==> src/rtl/pic_int_sequencer.sv <==
// INTA handshake sequencer between the priority resolver / ISR and the data bus buffer.
// Define PIC_SEQ_AEOI_EN to enable the auto-EOI strobe on eoi_clear.
module pic_int_sequencer #(
    parameter int N_IRQ       = 8,
    parameter int ACK_TIMEOUT = 255
) (
    input  logic                       clk,
    input  logic                       reset_bar,
    input  logic                       init_pulse,
    input  logic [N_IRQ-1:0]           irq_req,
    input  logic [8-$clog2(N_IRQ)-1:0] icw2_base,
    input  logic                       aeoi_cfg,
    input  logic                       INTA_bar,
    output logic                       INT_TO_CPU,
    output logic [N_IRQ-1:0]           irr_clear,
    output logic [N_IRQ-1:0]           isr_set,
    output logic [N_IRQ-1:0]           eoi_clear,
    output logic [7:0]                 vector_out,
    output logic                       vector_oe,
    output logic                       end_of_seq,
    output logic                       ack_abort
);

    localparam int ID_W = $clog2(N_IRQ);

    typedef enum logic [1:0] {IDLE, ACK1, GAP, ACK2} state_t;

    state_t            state, state_next;
    logic              inta_s1, inta_s2, inta_s3;
    logic              inta_fall, inta_rise;
    logic [15:0]       wd, wd_next;
    logic              timeout;
    logic [ID_W-1:0]   id_q, id_next, req_id;
    logic              spur_q, spur_next;
    logic [N_IRQ-1:0]  req_lowest;
    logic              int_q, int_next;
    logic [N_IRQ-1:0]  irr_q, irr_next;
    logic [N_IRQ-1:0]  isr_q, isr_next;
    logic [N_IRQ-1:0]  eoi_q, eoi_next;
    logic [7:0]        vec_q, vec_next;
    logic              oe_q, oe_next;
    logic              eos_q, eos_next;
    logic              abort_q, abort_next;

    // INTA_bar is asynchronous: two synchroniser flops plus one edge-history flop.
    always_ff @(posedge clk or negedge reset_bar) begin
        if (!reset_bar) begin
            inta_s1 <= 1'b1;
            inta_s2 <= 1'b1;
            inta_s3 <= 1'b1;
        end else begin
            inta_s1 <= INTA_bar;
            inta_s2 <= inta_s1;
            inta_s3 <= inta_s2;
        end
    end

    assign inta_fall = inta_s3 & ~inta_s2;
    assign inta_rise = ~inta_s3 & inta_s2;
    assign timeout   = (wd == 16'(ACK_TIMEOUT - 1));

    // Lowest set bit wins when more than one request bit is presented.
    assign req_lowest = irq_req & (~irq_req + N_IRQ'(1));

    always_comb begin
        req_id = '0;
        for (int i = 0; i < N_IRQ; i++) begin
            if (req_lowest[i]) begin
                req_id = ID_W'(i);
            end
        end
    end

    always_comb begin
        state_next = state;
        id_next    = id_q;
        spur_next  = spur_q;
        int_next   = 1'b0;
        irr_next   = '0;
        isr_next   = '0;
        eoi_next   = '0;
        vec_next   = vec_q;
        oe_next    = oe_q;
        eos_next   = 1'b0;
        abort_next = 1'b0;

        if (init_pulse) begin
            state_next = IDLE;
            oe_next    = 1'b0;
            vec_next   = '0;
        end else if (state != IDLE && timeout) begin
            state_next = IDLE;
            oe_next    = 1'b0;
            abort_next = 1'b1;
        end else begin
            case (state)
                IDLE: begin
                    int_next = |irq_req;
                    if (inta_fall) begin
                        int_next   = 1'b0;
                        state_next = ACK1;
                        if (|irq_req) begin
                            id_next   = req_id;
                            spur_next = 1'b0;
                            irr_next  = req_lowest;
                            isr_next  = req_lowest;
                        end else begin
                            id_next   = ID_W'(N_IRQ - 1);
                            spur_next = 1'b1;
                        end
                    end
                end
                ACK1: begin
                    if (inta_rise) begin
                        state_next = GAP;
                    end
                end
                GAP: begin
                    if (inta_fall) begin
                        state_next = ACK2;
                        oe_next    = 1'b1;
                        vec_next   = {icw2_base, id_q};
                    end
                end
                ACK2: begin
                    if (inta_rise) begin
                        state_next = IDLE;
                        oe_next    = 1'b0;
                        eos_next   = 1'b1;
`ifdef PIC_SEQ_AEOI_EN
                        if (aeoi_cfg && !spur_q) begin
                            eoi_next = N_IRQ'(1) << id_q;
                        end
`endif
                    end
                end
                default: state_next = IDLE;
            endcase
        end

        // The watchdog only runs while a handshake is in progress.
        wd_next = (state_next != state || state == IDLE) ? 16'd0 : wd + 16'd1;
    end

`ifndef PIC_SEQ_AEOI_EN
    logic unused_aeoi;
    assign unused_aeoi = aeoi_cfg ^ spur_q;
`endif

    always_ff @(posedge clk or negedge reset_bar) begin
        if (!reset_bar) begin
            state   <= IDLE;
            wd      <= '0;
            id_q    <= '0;
            spur_q  <= 1'b0;
            int_q   <= 1'b0;
            irr_q   <= '0;
            isr_q   <= '0;
            eoi_q   <= '0;
            vec_q   <= '0;
            oe_q    <= 1'b0;
            eos_q   <= 1'b0;
            abort_q <= 1'b0;
        end else begin
            state   <= state_next;
            wd      <= wd_next;
            id_q    <= id_next;
            spur_q  <= spur_next;
            int_q   <= int_next;
            irr_q   <= irr_next;
            isr_q   <= isr_next;
            eoi_q   <= eoi_next;
            vec_q   <= vec_next;
            oe_q    <= oe_next;
            eos_q   <= eos_next;
            abort_q <= abort_next;
        end
    end

    assign INT_TO_CPU = int_q;
    assign irr_clear  = irr_q;
    assign isr_set    = isr_q;
    assign eoi_clear  = eoi_q;
    assign vector_out = vec_q;
    assign vector_oe  = oe_q;
    assign end_of_seq = eos_q;
    assign ack_abort  = abort_q;

endmodule

==> config.mk <==
export PLATFORM = sky130hd
export DESIGN_NAME = pic_int_sequencer
export DESIGN_NICKNAME = d
export VERILOG_FILES = /design/src/rtl/pic_int_sequencer.sv
export SDC_FILE = /design/constraint.sdc
export NUM_CORES = 1
export LEC_CHECK = 0
export ABC_CLOCK_PERIOD_IN_PS = 4900
export BUFFER_PORTS_ARGS = -buffer_cell sky130_fd_sc_hd__buf_2
export CAP_MARGIN = 20
export CORE_MARGIN = 1.5
export CORE_UTILIZATION = 25
export DETAILED_ROUTE_END_ITERATION = 10
export PLACE_DENSITY = 0.45
export SLEW_MARGIN = 10
export SYNTH_ARGS = -nofsm -noshare
export SYNTH_HDL_FRONTEND = slang
export SYNTH_SLANG_ARGS = --single-unit
export TNS_END_PERCENT = 5
==> constraint.sdc <==
create_clock -name clk -period 4.9 [get_ports clk]
set_clock_uncertainty 0.2 [all_clocks]
set_input_delay 0.735 -clock clk [delete_from_list [all_inputs] [get_ports clk]]
set_output_delay 0.735 -clock clk [all_outputs]
set_load 0.05 [all_outputs]
==> results of run 1 <==
==> path summary, 6_finish.rpt <==
check	from	end	cells past startpoint
max in group asynchronous	reset_bar	inta_s3	2
worst min-delay path	reset_bar	wd[14]	1
worst max register to register	wd[0]	wd[9]	6
min in group clk	inta_s1	inta_s2	0
worst min register to register	inta_s1	inta_s2	0
worst max-delay path	wd[0]	wd[9]	6
==> Yosys cell counts, types with 5 or more instances <==
library cell	n
sky130_fd_sc_hd__a22o_1	8
sky130_fd_sc_hd__buf_4	16
sky130_fd_sc_hd__dfrtp_1	41
sky130_fd_sc_hd__inv_1	5
sky130_fd_sc_hd__nand2_1	10
sky130_fd_sc_hd__nand3_1	8
sky130_fd_sc_hd__nand4_1	5
sky130_fd_sc_hd__nor2_1	26
sky130_fd_sc_hd__nor3_1	5
sky130_fd_sc_hd__xnor2_1	9
sky130_fd_sc_hd__xor2_1	6
==> logic make-up after synthesis <==
logic type      count (synthesis)
buf+inv                        23
compound gates                 24
xor+xnor                       15
other cells                     1
simple gates                   78
flops                          44
fa+ha+maj                       2
==> worst register-to-register path, stage by stage (launching register included) <==
cell and delay [ns]:
sky130_fd_sc_hd__dfrtp_1 0.43, sky130_fd_sc_hd__inv_1 0.07, sky130_fd_sc_hd__ha_1 0.13, sky130_fd_sc_hd__nor4b_1 0.46
sky130_fd_sc_hd__and2_1 0.29, sky130_fd_sc_hd__a221o_2 0.39, sky130_fd_sc_hd__nor2_1 0.10
==> metal layers <==
layer,vias up,share of wire,wire [µm]
li1,717,-,-
met5,-,0,0
met3,5,0.048,193
met1,676,0.51,2046
met2,35,0.42,1704
met4,0,0.016,66
==> layout make-up <==
class / instances / area (µm²) / area share
Clock buffer: 5 / 68.82 / 0.02854
Clock inverter: 3 / 47.55 / 0.01972
Inverter: 5 / 18.77 / 0.007784
Multi-Input combinational cell: 127 / 803.3 / 0.3332
Sequential cell: 44 / 1105 / 0.4582
Tap cell: 102 / 127.6 / 0.05293
Timing Repair Buffer: 45 / 240.2 / 0.09964
==> where the power goes <==
part	internal [W]	switching (W)	total, W	leakage (nW)
Combinational	0.0000171	0.0000476	0.0000648	0.482
Clock	0.000154	0.000130	0.000284	0.0583
Sequential	0.000372	0.00000651	0.000378	0.599
Total	0.000542	0.000185	0.000727	1.14
==> registers in the layout, indices dropped and copies added (netlist names) <==
signal	count
wd	16
inta_s1	1
inta_s3	1
INT_TO_CPU	1
state	2
ack_abort	1
vector_oe	1
vector_out	8
end_of_seq	1
isr_set	8
id_q	3
inta_s2	1
==> stage by stage <==
step	std cells	hold slack, ns	setup slack (ns)	area, µm²	total power (W)
2_1_floorplan	194	0.1452	3.051	2063	0.0004313
3_3_place_gp	322	0.1460	2.653	2275	0.0004492
3_5_place_dp	322	0.1475	2.631	2275	0.0004494
4_1_cts	330	0.1611	2.666	2391	0.0007391
5_1_grt	331	0.1302	2.506	2411	0.0007632
6_report	331	0.1188	2.701	2411	0.0007271
==> summary.txt, run 1 <==
Route
  • First-pass detailed-route iteration total: 4
  • Post-detailed-route via-to-cell ratio: 4.329
  • WL per Instance: between 10 and 15 µm
  • Post-DRT Antenna Nets: 0
  • Remaining DRCs: 0
  • Drt initial violations: 40
  • Routed wire length: 4010 µm
  • Number of vias after detailed routing: roughly 1400

STA
  • Max Fclk: between 400 and 500 MHz
  • Total negative slack: 0 ns
  • Transition at the pin with the smallest max-transition slack: roughly 0.58 ns
  • Final Max Slew Viols: 0
  • Worst slew margin: 0.6137
  • RSZ-0062 raised after global routing: no
  • Count of final hold-check violations: 0
  • Endpoints failing setup: 0
  • Fin crit share: 0.4488
  • Post-layout minimum cycle time: 2.199 ns

Worst setup path
  • Delay of the slowest cell on the worst path: between 0.4 and 0.5 ns
  • Crit path required time: ~5 ns
  • Setup slack of the worst register-to-register path: around 2.7 ns
  • Max FO, Critical Path: 16
  • WS Path Type: register to register
  • Ordered list of cells on the worst path: inv_1 > ha_1 > nor4b_1 > and2_1 > a221o_2 > nor2_1
  • Cell type of the slowest stage on the worst timing path: sky130_fd_sc_hd__nor4b_1
  • Cell family with the largest share of critical-path delay: simple AND/OR/NAND/NOR gates
  • Kind of capture point of the worst setup path: register
  • Arr. time, crit path: about 2.2 ns
  • Crit path buffers/inverters: 1
  • Launching element type of the critical path: register

Yosys
  • Yosys warnings: 0
  • Average footprint of a synthesized cell: ~11 µm²
  • Post-synth top area cell: sky130_fd_sc_hd__dfrtp_1
  • Synth top area share: 0.5037
  • Arithmetic-cell share of the synthesized area counting full adders, half adders and majority gates: 0.01229
  • Number of instances in the synthesized netlist: roughly 190
  • Largest family of logic cells by synthesized area: simple AND/OR/NAND/NOR gates
  • Count of distinct cell types in the synthesized netlist: 40
  • Combined area of all synthesized cells: approximately 2000 µm²
  • Number of synthesized flops with an enable pin: 0
  • Xor/xnor share of the synthesized area: 0.06450
  • Post-synthesis sequential element count: 44
  • Post-synthesis compound-gate area fraction: 0.09582
  • Cell types occupying the most area after synthesis: sky130_fd_sc_hd__dfrtp_1 (50%), sky130_fd_sc_hd__buf_4 (5.9%), sky130_fd_sc_hd__nor2_1 (4.8%)
  • Predominant post-synthesis flop cell: sky130_fd_sc_hd__dfrtp_1
  • Mux share of post-synthesis cell area: 0
  • Fraction of registers with async set/reset: 1.000
  • Sequential-to-total area share from yosys stat: 0.5424
  • Synthesized-area fraction occupied by and/or/nand/nor cells: 0.2070

Finish
  • # diodes: 0
  • Final-stage net count: 248
  • Fraction of final layout cells with drive strength greater than 1: 0.2751
  • Most common cell after layout, fill and taps aside: sky130_fd_sc_hd__buf_2
  • Fill cell total of the finished layout: 797
  • Commonest non-fill, non-tap cells in the layout: sky130_fd_sc_hd__buf_2 (44), sky130_fd_sc_hd__dfrtp_1 (41), sky130_fd_sc_hd__nor2_1 (26)
  • Area growth, synth to finish: 18.37%
  • Final core utilization: 0.3088

Placed design
  • Detailed Place HPWL: 2858 µm
  • IO buf count: 44
  • Weighted congestion at the end of routability-driven global placement: between 0.7 and 0.8

Global route
  • Vias in the first global route: 1382
  • Most congested layer reported by global routing: met2
  • Fraction of met1 tracks used by global routing: 0.1321
  • Antenna violations before repair: 0
  • Overall global routing resource usage: 0.09562
  • Met2 track utilization from global routing: 0.1425
  • Maximum number of pins on one net before global-route repair: 45
  • Total congestion overflow after global routing: 0
  • Routing usage on met3: 0.02114
  • Global-route wire length before repair: 6499 µm

Flow run
  • Reported max-cap violation count: 0

Clock tree
  • Resized cells post-CTS: 0
  • Clk slew on worst S/H paths: around 0.080 ns
  • Clock tree sinks: 44
  • Clock latency of the later-clocked register in the worst-skew pair: approximately 0.30 ns
  • Clock root cell: sky130_fd_sc_hd__clkbuf_8
  • Max Buffers Root-to-Sink: 2
  • H-tree levels: 2
  • Hold-fix buffers, CTS: 0
  • Setup repair bufs after CTS: 0
  • Clock tree from TritonCTS: done
  • Number of buffers created by CTS: 5

Floorplanning
  • Number of cell rows: 32
  • Effective utilization at floorplan: 0.2609
  • Area of the core: around 7800 µm²
  • Floorplan die width: 93.27 µm
  • Area of the die: between 8000 and 9000 µm²
  • Overall die height: approximately 93 µm
  • Count of boundary I/O pins: 54

Hold path
  • Classification of the worst-slack hold path: input pin to asynchronous set/reset pin

Power
  • Worst-case vdd ir drop: between 0.09 and 0.1 mV
  • Leakage dissipation: around 1.1 nW
  • Power density of the placed cells: around 300 nW/µm²

Run status
  • Result of the run: finished, final reports clean
Note: power is estimated with default switching activity, not from simulation.
==> inputs of run 2 (changes only) <==
--- a/config.mk
+++ b/config.mk
@@ -5,13 +5,13 @@
 export SDC_FILE = /design/constraint.sdc
 export NUM_CORES = 1
 export LEC_CHECK = 0
-export ABC_CLOCK_PERIOD_IN_PS = 4900
+export ABC_CLOCK_PERIOD_IN_PS = 1900
 export BUFFER_PORTS_ARGS = -buffer_cell sky130_fd_sc_hd__buf_2
 export CAP_MARGIN = 20
 export CORE_MARGIN = 1.5
 export CORE_UTILIZATION = 25
 export DETAILED_ROUTE_END_ITERATION = 10
-export PLACE_DENSITY = 0.45
+export PLACE_DENSITY = 0.46
 export SLEW_MARGIN = 10
 export SYNTH_ARGS = -nofsm -noshare
 export SYNTH_HDL_FRONTEND = slang
==> constraint.sdc (replaced) <==
create_clock -name clk -period 1.9 [get_ports clk]
set_clock_uncertainty 0.2 [all_clocks]
set_input_delay 0.285 -clock clk [delete_from_list [all_inputs] [get_ports clk]]
set_output_delay 0.285 -clock clk [all_outputs]
set_load 0.05 [all_outputs]
==> run 2 against run 1 <==
Against the previous run: largest cell class unchanged; cell area is 10% higher; non-clock buffer count is 24 higher; routed wire length is 5.7% higher; die area stayed put; power grew to 2.6 times the previous value; clock power grew to 2.6 times the previous value; via count is 5.9% higher; sequential power grew to 2.6 times the previous value.
==> summary.txt, run 2 (synthesis gave the netlist of run 1 again) <==
STA
  • Count of final hold-check violations: 0 (unchanged)
  • Post-layout minimum cycle time: 1.877 ns (-0.3225 ns)
  • Worst hold slack after final layout: 0.01591 ns (-0.1029 ns)
  • Fin crit share: 0.9878 (+0.5389)
  • Max Fclk: 532.8 MHz (+17%)
  • Endpoints failing setup: 0 (unchanged)
  • RSZ-0062 raised after global routing: yes
  • Final Max Slew Viols: 0 (unchanged)

Finish
  • Sequential cell area: 1105 µm² (unchanged)
  • Largest register FFs: 16 (unchanged)
  • Area growth, synth to finish: 30.16%
  • # diodes: 0 (unchanged)
  • Combined area of the multi-input logic cells: 834.6 µm² (+3.9%)
  • Fraction of final layout cells with drive strength greater than 1: 0.3360 (+0.06086)
  • Register with the most flip-flops: wd
  • Final-stage net count: 272 (+9.7%)
  • Fill cell total of the finished layout: 810 (+1.6%)
  • Final core utilization: 0.3396 (+0.03077)
  • Most common cell after layout, fill and taps aside: sky130_fd_sc_hd__buf_2
  • Commonest non-fill, non-tap cells in the layout: sky130_fd_sc_hd__buf_2 (44), sky130_fd_sc_hd__dfrtp_1 (41), sky130_fd_sc_hd__nor2_1 (23)

Floorplanning
  • Overall die height: 93.27 µm (unchanged)
  • Area of the die: 8698 µm² (unchanged)
  • Count of boundary I/O pins: 54 (unchanged)
  • Effective utilization at floorplan: 0.2609 (unchanged)
  • Floorplan die width: 93.27 µm (unchanged)
  • Area of the core: 7807 µm² (unchanged)
  • Number of cell rows: 32 (unchanged)

Power
  • Power after layout: 0.001909 W (+160%)
  • Switching share of power: 0.2559 (+0.002026)
  • Worst-case vdd ir drop: 0.2995 mV (+210%)
  • Power spent charging and discharging nets: 0.0004885 W (+160%)
  • Leakage dissipation: 1.267 nW (+11%)
  • Proportion of power drawn by the clock network: 0.387 (-0.004)
  • Power share of the combinational group: 0.103 (+0.014)
  • Cell-internal power: 0.001420 W (+160%)
  • Portion of total power attributed to sequential cells: 0.510 (-0.010)
  • Power density of the placed cells: 719.9 nW/µm² (+140%)

Worst setup path
  • Cell type of the slowest stage on the worst timing path: sky130_fd_sc_hd__a221o_2
  • Worst Reg-to-Reg Cells: 7 (+1)
  • Max FO, Critical Path: 16 (unchanged)
  • WS Path Type: register to register
  • Kind of capture point of the worst setup path: register
  • Launching element type of the critical path: register
  • Setup slack of the worst register-to-register path: 0.02 ns (-2.68 ns)
  • Arr. time, crit path: 1.91 ns (-0.26 ns)
  • Crit path required time: 1.93 ns (-2.94 ns)
  • Worst R2R End: wd[14]
  • Cell family with the largest share of critical-path delay: simple AND/OR/NAND/NOR gates
  • Crit path buffers/inverters: 2 (+1)
  • Delay of the slowest cell on the worst path: 0.41 ns (-0.05 ns)
  • Ordered list of cells on the worst path: inv_1 > ha_1 > nor4b_2 > and2_4 > a221o_2 > buf_12 > nor2_1
  • RR Startpoint: wd[0]

Route
  • First-pass detailed-route iteration total: 4 (unchanged)
  • Routed wire length: 4238 µm (+5.7%)
  • Post-DRT Antenna Nets: 0 (unchanged)
  • Drt initial violations: 35 (-13%)
  • Remaining DRCs: 0 (unchanged)
  • Number of vias after detailed routing: 1518 (+5.9%)
  • Post-detailed-route via-to-cell ratio: 4.276 (-1.2%)
  • WL per Instance: 11.94 µm (-1.5%)

Global route
  • Maximum number of pins on one net before global-route repair: 29 (-36%)
  • Vias in the first global route: 1478 (+6.9%)
  • Global-route wire length before repair: 7038 µm (+8.3%)
  • Total congestion overflow after global routing: 0 (unchanged)
  • Overall global routing resource usage: 0.1053 (+0.009647)
  • Antenna violations before repair: 0 (unchanged)

Clock tree
  • Clock tree from TritonCTS: done
  • H-tree levels: 2 (unchanged)
  • Clock root cell: sky130_fd_sc_hd__clkbuf_8
  • Number of buffers created by CTS: 5 (unchanged)
  • Max Buffers Root-to-Sink: 2 (unchanged)
  • Clock tree sinks: 44 (unchanged)
  • Clock latency of the later-clocked register in the worst-skew pair: 0.30 ns (about the same)
  • Clk slew on worst S/H paths: 0.09 ns (about the same)

Flow run
  • Reported max-cap violation count: 0 (unchanged)

Hold path
  • Classification of the worst-slack hold path: input pin to register
  • Worst hold stages: 2
  • Hold Crit Start: icw2_base[3]
  • WHS Endpoint: vector_out[6]

Run status
  • Result of the run: finished, final reports clean

Placed design
  • Weighted congestion at the end of routability-driven global placement: 0.8005 (+13%)
  • Detailed Place HPWL: 3135 µm (+9.7%)
  • IO buf count: 44 (unchanged)
==> run 2: metrics by stage <==
stage	setup slack, ns	cells	instance area [µm²]	TNS (ns)
after floorplan	0.05079	194	2063	0
after global placement	-0.02320	339	2427	-0.1643
after detailed placement	-0.02032	339	2427	-0.06762
after CTS	-0.01694	353	2616	-0.02835
after global routing	-0.05052	355	2651	-0.6970
final	0.02326	355	2651	0
==> run 2: layer usage <==
metal	track usage	vias up	routed length (µm)
li1	-	761	-
met1	0.1448	717	2045
met2	0.1546	35	1895
met3	0.03008	5	223
met4	0.04167	0	74
met5	0	-	0
==> run 2: final cells by class <==
| type | instances | area share |
|---|---|---|
| timing repair buffer | 69 | 0.1699 |
| sequential | 44 | 0.4167 |
| clock inverter | 3 | 0.01746 |
| clock buffer | 5 | 0.02596 |
| multi-input combinational | 127 | 0.3148 |
| inverter | 5 | 0.007079 |
| tap | 102 | 0.04814 |
==> run 2: repair_timing <==
item                                    4_1_cts  5_1_grt
hold buffers                                  6        1
gates resized for setup                       2        6
pin swaps                                     0        3
hold endpoints to repair                     21        1
endpoints found under the setup margin       24       24
buffers inserted                              0        1
==> run 2: worst max-delay path by stage <==
stage / from / end / slack (ns) / cells past startpoint
after floorplan: wd[0] / wd[13] / 0.05 / 7
after global placement: wd[0] / vector_out[6] / -0.02 / 6
final: wd[0] / wd[14] / 0.02 / 7
after detailed placement: wd[0] / vector_out[7] / -0.02 / 6
after CTS: wd[0] / wd[10] / -0.02 / 7
after global routing: wd[0] / wd[11] / -0.05 / 7
==> run 2: power by group through the flow <==
| stage | logic (W) | clock network (W) | registers (W) |
|---|---|---|---|
| 2_1_floorplan | 0.000103 | 0 | 0.00101 |
| 3_3_place_gp | 0.000187 | 0 | 0.000991 |
| 3_5_place_dp | 0.000187 | 0 | 0.000991 |
| 4_1_cts | 0.000197 | 0.000771 | 0.000973 |
| 5_1_grt | 0.000217 | 0.000815 | 0.000976 |
| 6_report | 0.000197 | 0.000739 | 0.000973 |
